--- src/rtl/mem_stage_sram_ctrl_pkg.sv ---
// Shared definitions for the memory stage SRAM controller: FSM state
// encoding, the default data-segment base and the address helper.
package mem_stage_sram_ctrl_pkg;

  // Access sequencer states; other stages decode these for freeze logic.
  typedef enum logic [1:0] {
    ST_IDLE = 2'd0,
    ST_LO   = 2'd1,
    ST_HI   = 2'd2,
    ST_DONE = 2'd3
  } mem_state_e;

  // Byte address that maps onto SRAM half-word 0.
  localparam logic [31:0] DATA_BASE_DEFAULT = 32'd1024;

  // Width of the per-beat wait-state counter (WAIT_CYCLES is 0..7).
  localparam int BEAT_CNT_W = 3;

  // Data-segment relative byte address; wraps modulo 2^32.
  function automatic logic [31:0] to_phys(input logic [31:0] addr,
                                          input logic [31:0] base);
    return addr - base;
  endfunction

endpackage

--- src/rtl/mem_stage_sram_ctrl_sram_beat_timer.sv ---
// Wait-state counter for one SRAM half-word beat. Counts up while enabled,
// clears on request, and flags the last cycle of the beat both for the
// current cycle and for the cycle after the coming clock edge.
module sram_beat_timer
  import mem_stage_sram_ctrl_pkg::*;
#(
  parameter int WAIT_CYCLES = 1
) (
  input  logic clk,
  input  logic rst,
  input  logic i_clr,
  input  logic i_en,
  output logic o_last,
  output logic o_last_next
);

  localparam logic [BEAT_CNT_W-1:0] LAST_CNT = BEAT_CNT_W'(WAIT_CYCLES);

  logic [BEAT_CNT_W-1:0] r_cnt;
  logic [BEAT_CNT_W-1:0] w_cnt_next;

  // Next count: clear has priority over counting.
  always_comb begin
    w_cnt_next = r_cnt;
    if (i_clr) begin
      w_cnt_next = '0;
    end else if (i_en) begin
      w_cnt_next = r_cnt + 1'b1;
    end
  end

  // Counter register with synchronous reset.
  // NOTE: sequential state uses <= so every register samples pre-edge values.
  always_ff @(posedge clk) begin
    if (rst) begin
      r_cnt <= '0;
    end else begin
      r_cnt <= w_cnt_next;
    end
  end

  assign o_last      = (r_cnt == LAST_CNT);
  assign o_last_next = (w_cnt_next == LAST_CNT);

endmodule

--- src/rtl/mem_stage_sram_ctrl.sv ---
// Memory stage controller: performs 32-bit loads/stores over a 16-bit
// asynchronous SRAM as a low then a high half-word beat, each stretched by
// WAIT_CYCLES wait states, and holds the pipeline via ready meanwhile.
// SRAM pins are registered from the next-state view so they are glitch-free
// and line up with the state they belong to.
module mem_stage_sram_ctrl
  import mem_stage_sram_ctrl_pkg::*;
#(
  parameter logic [31:0] DATA_BASE   = DATA_BASE_DEFAULT,
  parameter int          WAIT_CYCLES = 1,
  parameter int          SRAM_AW     = 18
) (
  input  logic               clk,
  input  logic               rst,
  input  logic               rd_en,
  input  logic               wr_en,
  input  logic [31:0]        address,
  input  logic [31:0]        write_data,
  output logic [31:0]        read_data,
  output logic               ready,
  output logic [SRAM_AW-1:0] sram_addr,
  output logic               sram_we_n,
  output logic [15:0]        sram_dq_o,
  output logic               sram_dq_oe,
  input  logic [15:0]        sram_dq_i
);

  mem_state_e r_state;
  mem_state_e w_state_next;

  logic               w_req;
  logic               w_is_store;
  logic               w_is_load;
  logic               w_in_beat;
  logic               w_next_in_beat;
  logic               w_next_is_hi;
  logic               w_clr;
  logic               w_last;
  logic               w_last_next;
  logic [31:0]        w_phys;
  logic [SRAM_AW-2:0] w_word;
  logic               w_unused;

  logic [31:0]        r_read_data;
  logic [SRAM_AW-1:0] r_sram_addr;
  logic               r_sram_we_n;
  logic [15:0]        r_sram_dq_o;
  logic               r_sram_dq_oe;

  logic [SRAM_AW-1:0] w_addr_next;
  logic               w_we_n_next;
  logic [15:0]        w_dq_o_next;
  logic               w_oe_next;

  // A store wins when both enables are set.
  assign w_req      = rd_en | wr_en;
  assign w_is_store = wr_en;
  assign w_is_load  = rd_en & ~wr_en;

  // Word-aligned translation; byte offset and upper bits are not used.
  assign w_phys   = to_phys(address, DATA_BASE);
  assign w_word   = w_phys[SRAM_AW:2];
  assign w_unused = ^{w_phys[31:SRAM_AW+1], w_phys[1:0]};

  assign w_in_beat      = (r_state == ST_LO) || (r_state == ST_HI);
  assign w_next_in_beat = (w_state_next == ST_LO) || (w_state_next == ST_HI);
  assign w_next_is_hi   = (w_state_next == ST_HI);

  // The counter restarts on every state change and idles outside beats.
  assign w_clr = ~w_in_beat | (w_state_next != r_state);

  sram_beat_timer #(
    .WAIT_CYCLES (WAIT_CYCLES)
  ) u_beat_timer (
    .clk         (clk),
    .rst         (rst),
    .i_clr       (w_clr),
    .i_en        (w_in_beat),
    .o_last      (w_last),
    .o_last_next (w_last_next)
  );

  // State register.
  always_ff @(posedge clk) begin
    if (rst) begin
      r_state <= ST_IDLE;
    end else begin
      r_state <= w_state_next;
    end
  end

  // Next-state logic; dropping the request mid-beat aborts to IDLE.
  // NOTE: defaults first so no path leaves a signal unassigned (no latch).
  always_comb begin
    w_state_next = r_state;
    case (r_state)
      ST_IDLE: if (w_req) w_state_next = ST_LO;
      ST_LO: begin
        if (!w_req)      w_state_next = ST_IDLE;
        else if (w_last) w_state_next = ST_HI;
      end
      ST_HI: begin
        if (!w_req)      w_state_next = ST_IDLE;
        else if (w_last) w_state_next = ST_DONE;
      end
      ST_DONE: w_state_next = ST_IDLE;
      default: w_state_next = ST_IDLE;
    endcase
  end

  // SRAM pin values for the cycle after the coming edge. The write strobe
  // is released in the last cycle of a beat for address/data hold, except
  // with zero wait states where the beat is a single strobed cycle.
  always_comb begin
    w_addr_next = r_sram_addr;
    w_dq_o_next = r_sram_dq_o;
    w_we_n_next = 1'b1;
    w_oe_next   = 1'b0;
    if (w_next_in_beat) begin
      w_addr_next = {w_word, w_next_is_hi};
      if (w_is_store) begin
        w_oe_next   = 1'b1;
        w_dq_o_next = w_next_is_hi ? write_data[31:16] : write_data[15:0];
        w_we_n_next = ~((WAIT_CYCLES == 0) | ~w_last_next);
      end
    end
  end

  // Registered SRAM pins; reset forces them idle even mid write beat.
  always_ff @(posedge clk) begin
    if (rst) begin
      r_sram_addr  <= '0;
      r_sram_we_n  <= 1'b1;
      r_sram_dq_o  <= '0;
      r_sram_dq_oe <= 1'b0;
    end else begin
      r_sram_addr  <= w_addr_next;
      r_sram_we_n  <= w_we_n_next;
      r_sram_dq_o  <= w_dq_o_next;
      r_sram_dq_oe <= w_oe_next;
    end
  end

  // Load capture at the end of each beat; stores never touch read_data.
  always_ff @(posedge clk) begin
    if (rst) begin
      r_read_data <= '0;
    end else if (w_is_load && w_last) begin
      if (r_state == ST_LO) begin
        r_read_data[15:0] <= sram_dq_i;
      end else if (r_state == ST_HI) begin
        r_read_data[31:16] <= sram_dq_i;
      end
    end
  end

  assign ready      = ~w_req | (r_state == ST_DONE);
  assign read_data  = r_read_data;
  assign sram_addr  = r_sram_addr;
  assign sram_we_n  = r_sram_we_n;
  assign sram_dq_o  = r_sram_dq_o;
  assign sram_dq_oe = r_sram_dq_oe;

endmodule

--- config.mk ---
export PLATFORM = sky130hd
export DESIGN_NAME = mem_stage_sram_ctrl
export DESIGN_NICKNAME = d
export VERILOG_FILES = /design/src/rtl/mem_stage_sram_ctrl_pkg.sv /design/src/rtl/mem_stage_sram_ctrl_sram_beat_timer.sv /design/src/rtl/mem_stage_sram_ctrl.sv
export SDC_FILE = /design/constraint.sdc
export NUM_CORES = 1
export LEC_CHECK = 0
export BUFFER_PORTS_ARGS = -buffer_cell sky130_fd_sc_hd__buf_2
export CAP_MARGIN = 20
export CORE_ASPECT_RATIO = 0.7
export CORE_MARGIN = 10
export CORE_UTILIZATION = 41
export CTS_CLUSTER_SIZE = 24
export DETAILED_ROUTE_END_ITERATION = 6
export PLACE_DENSITY_LB_ADDON = 0.2
export SLEW_MARGIN = 20
export SYNTH_ARGS = -nofsm -noshare
export SYNTH_HDL_FRONTEND = slang
export SYNTH_SLANG_ARGS = --single-unit
--- constraint.sdc ---
create_clock -name clk -period 2.24 [get_ports clk]
set_input_delay 0.224 -clock clk [delete_from_list [all_inputs] [get_ports clk]]
set_output_delay 0.224 -clock clk [all_outputs]
set_load 0.01 [all_outputs]
### Yosys cells after proc, flatten, opt, wreduce, memory -nomap -nowiden

Index checks and enable logic that the tools add are counted.

* register bits after elaboration: 73
* logic and storage cells: 46
* input port bits: 84

* add/subtract/negate cells: 2
* bitwise operators: 9
* multiplexer cells: 10
* reductions and logical operators: 9
* equality and inequality tests: 8

Operators by type and width (number)
* 19-bit by 11-bit subtractor with 19-bit output, second input constant: 1
* 16-bit 2-to-1 mux: 1
* 2-bit 2-to-1 mux: 5
* 2-bit case mux with 4 select lines: 1
* 2-bit equality test, second input constant: 3
* 3-bit by 1-bit equality test with 1-bit output, second input constant: 2
* 3-bit 2-to-1 mux: 2
* 1-bit NOT: 5
* 2-bit by 1-bit equality test with 1-bit output, second input constant: 2
* 2-bit AND reduction: 2
* 3-bit by 1-bit adder with 3-bit output, second input constant: 1
* 1-bit bitwise OR: 3
* 3-bit AND reduction: 1
* 3-bit OR reduction: 1
* 2-bit logical NOT: 1
* 1-bit logical OR: 2
* 2-bit != test: 1
* 2-bit OR reduction: 1
* 1-bit AND: 1
* 1-bit logical AND: 1
* 1-bit 2-to-1 mux: 1

### Longest topological paths before layout

Gate-level depths: netlist of the first run.

* depth after elaboration: 8
* gate-level depth with buffers: 13

### By module

Synthesis of the first run repeated with hierarchy kept, for this count alone.

* cell total of the unflattened synthesis: 361
* area total of the unflattened synthesis: 3240.6 um2

Modules (own cells, without submodules)
* mem_stage_sram_ctrl: sequential area each 1401.3 um2, cells each 341, times used 1, area each 3045.4 um2
* sram_beat_timer: sequential area each 60.1 um2, cells each 20, times used 1, area each 195.2 um2

### Least setup slack after synthesis of the first run

Ideal clock, no wire load.

* path type: register to register
* from: reg r_state[0]
* to: reg r_sram_dq_o[10], in the netlist sram_dq_o[10]
* period minus slack after synthesis: 2.324 ns
* cell stages (with the launch flop): 14
* slack: -0.084 ns
* arrival time: 2.238 ns
* setup time: 0.086 ns
* data required time: 2.154 ns
* cells stage by stage: dfxtp_1 -> inv_1 -> ha_1 -> o21bai_1 -> nor2_1 -> o21ai_0 -> nand2_1 -> ha_1 -> buf_2 -> nor2b_1 -> buf_2 -> buf_6 -> nor2_1 -> a211oi_1

* elaborated cells on any way between the ends: 15
* classes of those cells: eq/ne: 5; mux: 7; reduce/logical: 3

RTL lines
* from (decl): line mem_stage_sram_ctrl.sv:28 `mem_state_e r_state;`
* from (signal assigned): line mem_stage_sram_ctrl.sv:88 `r_state <= w_state_next;`
* 2-bit equality test, or another cell as far along: line mem_stage_sram_ctrl.sv:96 `case (r_state)`
* 2-bit case mux with 4 select lines *: line mem_stage_sram_ctrl.sv:96
* via w_state_next[1]: line mem_stage_sram_ctrl.sv:29 `mem_state_e w_state_next;`
* 2-bit by 1-bit equality test with 1-bit output or 2-bit equality test (tied branches): line mem_stage_sram_ctrl.sv:66, mem_stage_sram_ctrl.sv:67
* 1-bit logical OR: line mem_stage_sram_ctrl.sv:66 `assign w_next_in_beat = (w_state_next == ST_LO) || (w_state_next == ST_HI);`
* 2-bit AND reduction (no line)
* to (signal assigned): line mem_stage_sram_ctrl.sv:139 `r_sram_dq_o <= w_dq_o_next;`
* to (decl): line mem_stage_sram_ctrl.sv:47 `logic [15:0] r_sram_dq_o;`

The timed path passes the listed nets; every way through them passes the cells marked *.
A chain may end at the register's enable or synchronous reset.

### Final worst setup path of the first run

* from: reg r_state[0]
* to: reg r_sram_dq_o[5], in the netlist sram_dq_o[5]

The elaborated chain is that of the path after synthesis.

==> results.json, run 1 <==
{
  "grt_remaining_overflow": 0,
  "syn_area_sq_mm": 0.00310,
  "hold_path_depth": 3,
  "synth_largest_area_cell": "dfxtp_1",
  "netlist_instances": 332,
  "finalCritPeriodShare_pct": 94.1,
  "start_util_pct": 42.3,
  "die_w_microns": 124,
  "outcome": "complete, no violations",
  "gp_congestion": 0.804,
  "ys_seq_elements": 73,
  "wl_per_cell_microns": 14.7,
  "n_antenna_cell": 0,
  "setup_viol": 0,
  "numCtsBuffers": 9,
  "postLayoutCoreUtil_pct": 58.0,
  "grt_pass1_vias": 2835,
  "route.vias.total": 2783,
  "io_pins": 153,
  "p_switching_mw": 0.918,
  "synth_edf_count": 0,
  "die_y_microns": 92.7,
  "wl_met1_mm": 3.48,
  "wl_met2_mm": 4.18,
  "place_ws_ps": -81.1,
  "crit_top_cell": "nand2_1",
  "synth-seq-area-share_pct": 47.2,
  "wl_mm": 8.53,
  "place_hpwl_mm": 6.51,
  "highest_layer": "met4",
  "core_sq_mm": 0.00732,
  "synth_flop_cell": "dfxtp_1",
  "clock_path_buffers": 2,
  "hp-start": "address[9]",
  "critPathTopFamily": "simple AND/OR/NAND/NOR gates",
  "drt_iter0_markers": 126,
  "synth-async-reset-ratio_pct": 0,
  "port-buffer-count": 137,
  "hp-class": "in2reg",
  "cts.sinks": 73,
  "peakVddDrop_mv": 0.411,
  "worst-path-buf-inv": 3,
  "max_slew_margin_pct": 74.1,
  "hold_viol_final": 0,
  "internal_power_mw": 2.26,
  "clockPowerShare_pct": 31.6,
  "clk-insertion-delay-late_ps": 340,
  "grt_max_degree": 40,
  "synth_most_common_cell": "dfxtp_1",
  "whs_endpoint": "sram_addr[8]",
  "power_density_mw_per_mm2": 749,
  "switching_share_pct": 28.9,
  "ys_warn_count": 0,
  "worstPathRequired_ps": 2450,
  "finClkSkew_ps": 6.01,
  "synth_nets": 424,
  "grt_pass1_wl_mm": 13.4,
  "start_kind": "flip-flop",
  "postSynthAreaPerCell_sq_um": 9.33,
  "synth.area.top_cells": "dfxtp_1, mux2i_1, nor2_1",
  "finalMaxSlewViolations": 0,
  "grt_use_total_pct": 14.3,
  "tritoncts": "yes",
  "cts_max_level": 3,
  "max_stage_delay_ps": 360,
  "fin_tns_setup_ps": 0,
  "clkTransAtPathRegs_ps": 80,
  "crit_arrival_ps": 2320,
  "period_needed_ps": 2110,
  "die_area_sq_mm": 0.0115,
  "cts-root-buf": "clkbuf_8",
  "reg2reg_slack_ps": 130,
  "antenna_found_initial": 0,
  "cp-end-kind": "flip-flop",
  "n_fill_cell": 697,
  "path_class": "reg2reg",
  "r2r_end": "sram_dq_o[5]",
  "cp_slowest_cell": "dfxtp_2",
  "reg2reg_from": "r_state[0]",
  "synth_common_cells": "dfxtp_1, nor2_1, mux2i_1, nand2_1, a21oi_1",
  "drc": 0,
  "seqPwrFrac_pct": 45.5,
  "fmax_mhz": 474,
  "rr_worst_depth": 11,
  "max_cap_violations": 0,
  "syn_to_final_growth_pct": 37.1,
  "synth_top_area_share_pct": 47.2,
  "fin_nets": 569,
  "crit_chain": "inv_1 > ha_1 > o21bai_4 > nor2_2 > nand2_1 > nand2_1 > ha_4 > nor2b_4 > buf_4 > clkbuf_16 > a211oi_1",
  "cts_hold_buf": 0,
  "pwr-share-comb_pct": 22.9,
  "worst_pin_slew_ps": 385,
  "fin_ws_ps": 132,
  "crit_path_max_fanout": 12,
  "dr.pass1.iters": 4,
  "dr_wl_met3_microns": 720,
  "ys_types": 40,
  "leakage_nw": 2.05,
  "drtAntennaViolNets": 0,
  "drive_gt1_share_pct": 40.5,
  "routed_via_density": 4.80,
  "rows": 26
}
[placed cells by master (no fill, tap or decap), types with 2 or more instances in the layout]
cell	count
xnor2_1	3
dfxtp_2	2
nor4_1	4
nor2b_4	2
mux2i_1	43
ha_1	6
nor2b_1	2
clkbuf_8	9
nor2_2	2
buf_12	4
a211oi_1	13
nand2_1	36
a211oi_2	3
nor3b_2	2
clkinvlp_4	3
xor2_1	4
dfxtp_1	71
o21a_1	4
clkinv_2	2
nor3_1	2
a21oi_1	26
buf_2	137
buf_4	13
nand2b_1	3
inv_1	9
nand3b_1	2
nand3_1	2
o21ai_2	2
nor2_1	50
[state kept, by name (all words and copies together) (netlist names)]
name and count:
sram_dq_o 16, sram_addr 18, u_beat_timer.r_cnt 3, sram_we_n 1, read_data 32, sram_dq_oe 1
r_state 2
[final cells by class]
cell class	count	area, sq um	share of cell area [%]
inverters	10	37.5	0.884
flip-flops and latches	73	1460	34.5
clock inverters	7	71.3	1.68
clock buffers	9	124	2.92
multi-input cells	227	1530	36.0
well taps	98	123	2.89
repair buffers	156	900	21.2
[worst max path at each step]
stage / from / to / slack [ps] / cells after the start
floorplan: r_state[0] / sram_dq_o[10] / 20 / 13
global placement: r_state[0] / sram_dq_o[4] / 4 / 11
detailed placement: r_state[0] / sram_dq_o[2] / -80 / 11
CTS: r_state[1] / sram_dq_o[2] / 30 / 11
global route: r_state[0] / sram_dq_o[8] / -2 / 11
finish: r_state[0] / sram_dq_o[5] / 130 / 11
[layer usage]
layer / track usage, % / vias to the layer above
li1: - / 1419
met1: 16.5 / 1275
met2: 23.1 / 73
met3: 6.49 / 16
met4: 4.78 / 0
met5: 0 / -
[stage by stage]
| stage | total power [mW] | hold WS (ps) | area, sq um | cells |
|---|---|---|---|---|
| 6_report | 3.18 | 112 | 4250 | 580 |
| 5_1_grt | 3.36 | 105 | 4250 | 580 |
| 4_1_cts | 3.18 | 92.1 | 4160 | 578 |
| 3_5_place_dp | 2.15 | 447 | 3960 | 562 |
| 3_3_place_gp | 2.14 | 439 | 3960 | 562 |
| 2_1_floorplan | 1.85 | 360 | 3100 | 332 |
[power by group through the flow]
stage	Clock, mW	Combinational, mW	Sequential, mW
global placement	0	0.668	1.47
floorplan	0	0.332	1.52
CTS	1.04	0.687	1.45
global route	1.09	0.810	1.46
detailed placement	0	0.679	1.48
finish	1.00	0.729	1.45
[logic make-up after synthesis]
kind of cell / Yosys count / share of synthesized area, %
AND/OR/NAND/NOR: 114 / 16.8
flip-flops: 73 / 47.2
AO/OA/AOI/OAI: 55 / 11.3
multiplexers: 43 / 13.9
buffers and inverters: 32 / 5.57
adder cells (fa/ha/maj): 8 / 3.23
XOR/XNOR: 7 / 1.98
[worst register-to-register path: stages (launching register included)]
cell and delay, ps:
dfxtp_2 360, inv_1 80, ha_1 240, o21bai_4 200, nor2_2 130, nand2_1 80, nand2_1 120, ha_4 220
nor2b_4 180, buf_4 160, clkbuf_16 150, a211oi_1 70
[repair_timing]
| item | CTS | global route |
|---|---|---|
| buffers inserted | 0 | 1 |
| resized for setup | 3 | 12 |
| pin swaps | 0 | 3 |
| endpoints found under the setup margin | 16 | 34 |
| cloned | 0 | 1 |
Power figures use the tool's default switching activity.
==> run 2, diff against run 1 <==
Settings changed: CORE_ASPECT_RATIO 0.7 to not set.
==> results.json, run 2 (same netlist as run 1, synthesis figures left out) <==
{
  "path_class": "reg2reg",
  "rsz0062_at_grt": "yes",
  "grt_pass1_wl_mm": 12.6,
  "reg2reg_from": "r_state[1]",
  "clkTransAtPathRegs_ps": 80,
  "period_needed_ps": 2160,
  "seqPwrFrac_pct": 45.0,
  "leakage_nw": 2.08,
  "totalPowerFinal_mw": 3.21,
  "grt_pass1_vias": 2727,
  "max_slew_margin_pct": 46.5,
  "die_w_microns": 107,
  "largest_reg_flops": 32,
  "grt_remaining_overflow": 0,
  "cp-end-kind": "flip-flop",
  "numCtsBuffers": 9,
  "setup_viol": 0,
  "hold_path_depth": 3,
  "drt_iter0_markers": 44,
  "clock_path_buffers": 2,
  "rr_worst_depth": 12,
  "place_hpwl_mm": 6.18,
  "crit_chain": "inv_1 > ha_2 > o21bai_1 > nor2_1 > o21ai_2 > nand2_2 > ha_4 > nor2b_4 > buf_12 > buf_6 > clkbuf_16 > a211oi_1",
  "critPathTopFamily": "compound AO/OA/AOI/OAI gates",
  "n_antenna_cell": 0,
  "r2r_end": "sram_dq_o[11]",
  "drc": 0,
  "peakVddDrop_mv": 0.361,
  "fmax_mhz": 463,
  "worstPathRequired_ps": 2480,
  "crit_cells": 12,
  "cts.sinks": 73,
  "port-buffer-count": 137,
  "cts-root-buf": "clkbuf_8",
  "layout_common_cells": "buf_2, dfxtp_1, nor2_1",
  "drive_gt1_share_pct": 41.4,
  "rows": 31,
  "worst-path-buf-inv": 4,
  "final_cell_area_sq_mm": 0.00431,
  "core_sq_mm": 0.00729,
  "max_cap_violations": 0,
  "start_util_pct": 42.5,
  "syn_to_final_growth_pct": 39.3,
  "final_common_cell": "buf_2",
  "hold_viol_final": 0,
  "clk-insertion-delay-late_ps": 340,
  "crit_arrival_ps": 2400,
  "route.vias.total": 2737,
  "internal_power_mw": 2.29,
  "reg2reg_slack_ps": 80,
  "grt_use_total_pct": 13.4,
  "dr.pass1.iters": 3,
  "die_area_sq_mm": 0.0114,
  "pwr-share-comb_pct": 23.4,
  "finalCritPeriodShare_pct": 96.3,
  "routed_via_density": 4.70,
  "cts_max_level": 3,
  "hp-class": "in2reg",
  "fin_nets": 570,
  "finClkSkew_ps": 7.51,
  "gp_congestion": 0.752,
  "p_switching_mw": 0.925,
  "max_stage_delay_ps": 360,
  "crit_path_max_fanout": 7,
  "cp_slowest_cell": "dfxtp_2",
  "drtAntennaViolNets": 0,
  "switching_share_pct": 28.8,
  "whs_endpoint": "sram_addr[6]",
  "io_pins": 153,
  "fin_tns_setup_ps": 0,
  "place_ws_ps": -46.3,
  "finalMaxSlewViolations": 0,
  "hp-start": "address[7]",
  "power_density_mw_per_mm2": 745,
  "grt_max_degree": 39,
  "wl_per_cell_microns": 14.2,
  "start_kind": "flip-flop",
  "die_y_microns": 107,
  "wl_mm": 8.24,
  "fin_ws_ps": 82.2,
  "outcome": "complete, no violations",
  "worst_pin_slew_ps": 802,
  "dpl_cell_area_sq_mm": 0.00389,
  "tritoncts": "yes",
  "clockPowerShare_pct": 31.6,
  "antenna_found_initial": 0
}
-- run 2: how the worst max path moves through the flow --
stage	start	end	slack, ps
3_3_place_gp	r_state[0]	sram_dq_o[3]	20
6_report	r_state[1]	sram_dq_o[11]	80
2_1_floorplan	r_state[0]	sram_dq_o[10]	20
3_5_place_dp	r_state[0]	sram_dq_o[0]	-50
5_1_grt	r_state[1]	sram_dq_o[9]	-40
4_1_cts	r_state[0]	sram_dq_o[3]	2
-- run 2: area by class of cell --
type	count	area, sq um
Inverter	10	37.5
Timing Repair Buffer	157	948
Fill cell	677	2980
Clock inverter	7	70.1
Multi-Input combinational cell	227	1540
Tap cell	99	124
Clock buffer	9	124
Sequential cell	73	1470
-- run 2: through the flow --
stage / cells / hold WS (ps) / util, %
6_report: 582 / 114 / 59.2
4_1_cts: 575 / 104 / 56.2
2_1_floorplan: 332 / 360 / -
3_5_place_dp: 559 / 445 / 53.3
5_1_grt: 582 / 118 / 59.2
3_3_place_gp: 559 / 440 / 53.3
-- run 2: metal layers --
layer / vias up / track usage (%) / routed length [microns]
li1: 1413 / - / -
met4: 0 / 4.55 / 69
met1: 1231 / 14.5 / 3380
met3: 9 / 7.07 / 850
met5: - / 0 / 0
met2: 84 / 21.9 / 3940
-- run 2: power groups by stage --
stage	Clock (mW)	Combinational (mW)	Sequential, mW
after floorplan	0	0.332	1.52
after global placement	0	0.611	1.47
after detailed placement	0	0.618	1.48
after CTS	1.05	0.634	1.45
after global routing	1.11	0.830	1.46
final	1.01	0.753	1.45
-- run 2: repair_timing --
action / in CTS / in global routing
hold buffers: 0 / 0
pin swaps: 0 / 3
gates cloned: 0 / 3
resized for setup: 5 / 23
setup buffers: 0 / 5
setup endpoints to repair: 30 / 35
-- run 2: worst min-delay path, stage by stage --
cell and delay [ps]:
buf_2 70, mux2i_1 50, nor2_1 70
==> run 3, diff against run 2 <==
Settings changed: CORE_MARGIN 10 to 8, CORE_UTILIZATION 41 to 46.
Clock period 2.24 ns to 2.22 ns, I/O delays scaled along.
==> results.json, run 3 (same netlist as run 1, synthesis figures left out) <==
{
  "hold_viol_final": 0,
  "dpl_cell_area_sq_mm": 0.00388,
  "start_kind": "flip-flop",
  "crit_path_max_fanout": 12,
  "drive_gt1_share_pct": 40.5,
  "cp_slowest_cell": "dfxtp_4",
  "rows": 30,
  "clk-insertion-delay-late_ps": 340,
  "n_fill_cell": 573,
  "io_pins": 153,
  "finalMaxSlewViolations": 0,
  "peakVddDrop_mv": 0.391,
  "route.vias.total": 2774,
  "max_cap_violations": 0,
  "wl_per_cell_microns": 14.1,
  "worst-path-buf-inv": 3,
  "power_density_mw_per_mm2": 764,
  "clkTransAtPathRegs_ps": 80,
  "period_needed_ps": 2060,
  "drt_iter0_markers": 40,
  "fmax_mhz": 485,
  "cp-end-kind": "flip-flop",
  "port-buffer-count": 137,
  "finClkSkew_ps": 8.64,
  "place_hpwl_mm": 5.85,
  "cts_max_level": 3,
  "grt_pass1_wl_mm": 12.7,
  "max_slew_margin_pct": 51.0,
  "crit_arrival_ps": 2310,
  "die_area_sq_mm": 0.00962,
  "start_util_pct": 46.6,
  "grt_use_total_pct": 16.1,
  "cts-root-buf": "clkbuf_8",
  "clockPowerShare_pct": 32.7,
  "outcome": "complete, no violations",
  "n_antenna_cell": 0,
  "hold_ws_ps": 106,
  "crit_top_cell": "ha_4",
  "die_w_microns": 98.1,
  "layout_common_cells": "buf_2, dfxtp_1, nor2_1",
  "fin_ws_ps": 157,
  "multiInputGateArea_sq_mm": 0.00155,
  "register_area_sq_mm": 0.00147,
  "clock_path_buffers": 2,
  "worstPathRequired_ps": 2470,
  "path_class": "reg2reg",
  "leakage_nw": 2.04,
  "syn_to_final_growth_pct": 36.3,
  "hp-class": "in2reg",
  "grt_max_degree": 40,
  "routed_via_density": 4.96,
  "numCtsBuffers": 9,
  "dr.pass1.iters": 4,
  "rsz0062_at_grt": "no",
  "finalCritPeriodShare_pct": 92.9,
  "die_y_microns": 98.1,
  "gp_congestion": 0.779,
  "switching_share_pct": 29.5,
  "largest_reg_flops": 32,
  "final_common_cell": "buf_2",
  "setup_viol": 0,
  "tritoncts": "yes",
  "placed_cells": 541,
  "internal_power_mw": 2.28,
  "final_cell_area_sq_mm": 0.00422,
  "postLayoutCoreUtil_pct": 63.6,
  "grt_pass1_vias": 2760,
  "cts_hold_buf": 0,
  "wl_mm": 7.89,
  "drtAntennaViolNets": 0,
  "drc": 0,
  "place_ws_ps": -83.1,
  "grt_remaining_overflow": 0,
  "max_stage_delay_ps": 380,
  "antenna_found_initial": 0,
  "seqPwrFrac_pct": 45.2,
  "pwr-share-comb_pct": 22.0,
  "crit_chain": "inv_2 > ha_4 > o21bai_4 > nor2_1 > o21ai_1 > nand2_1 > ha_4 > nor2b_4 > buf_4 > clkbuf_16 > a211oi_1",
  "core_sq_mm": 0.00664,
  "worst_pin_slew_ps": 735,
  "critPathTopFamily": "compound AO/OA/AOI/OAI gates",
  "stdcell_count": 559,
  "fin_nets": 566,
  "cts.sinks": 73,
  "p_switching_mw": 0.952
}
run 3: cell types whose count changed in the layout (fill, tap and decap cells not counted), moves of 2 or more:
cell,delta
clkinv_2,-2
clkbuf_16,-2
a211oi_2,-2
a211oi_1,+2
buf_8,-2
run 3: worst paths after layout:
path / start / endpoint / slack, ps / depth (start not counted)
hold reg to reg: read_data[10] / read_data[10] / 450 / 2
setup / recovery: r_state[0] / sram_dq_o[11] / 160 / 11
hold / removal: address[5] / sram_addr[4] / 110 / 3
setup reg to reg: r_state[0] / sram_dq_o[11] / 160 / 11
run 3: power by group through the flow:
stage | clock [mW] | sequential, mW | combinational, mW
2_1_floorplan | 0 | 1.54 | 0.335
3_3_place_gp | 0 | 1.48 | 0.622
3_5_place_dp | 0 | 1.49 | 0.635
4_1_cts | 1.09 | 1.46 | 0.664
5_1_grt | 1.14 | 1.47 | 0.784
6_report | 1.06 | 1.46 | 0.712
run 3: timing repair:
item / in CTS / in global routing
gates cloned: 0 / 1
pin swaps: 0 / 3
gates resized for setup: 6 / 18
buffers inserted: 0 / 1
setup endpoints to repair: 33 / 33
run 3: layout make-up:
type | instances | area share (%)
Timing Repair Buffer | 153 | 20.5
Sequential cell | 73 | 34.8
Inverter | 10 | 0.889
Clock inverter | 7 | 1.84
Tap cell | 80 | 2.37
Multi-Input combinational cell | 227 | 36.7
Clock buffer | 9 | 2.93
run 3: metal layers:
metal,GRT usage (%),up-vias,share of wire (%)
met5,0,-,0
met4,7.91,0,2.0
met3,6.97,13,8.9
met2,26.6,94,47
met1,17.2,1258,42
li1,-,1409,-
run 3: through the flow:
step           setup TNS (ps)  power (mW)
2_1_floorplan               0        1.87
3_3_place_gp                0        2.11
3_5_place_dp            -1350        2.12
4_1_cts                     0        3.21
5_1_grt                     0        3.40
6_report                    0        3.23
run 3: worst register-to-register path: stages (launching register included):
cell and delay [ps]:
dfxtp_4 380, inv_2 60, ha_4 180, o21bai_4 160, nor2_1 70, o21ai_1 160, nand2_1 110, ha_4 310
nor2b_4 60, buf_4 140, clkbuf_16 160, a211oi_1 200
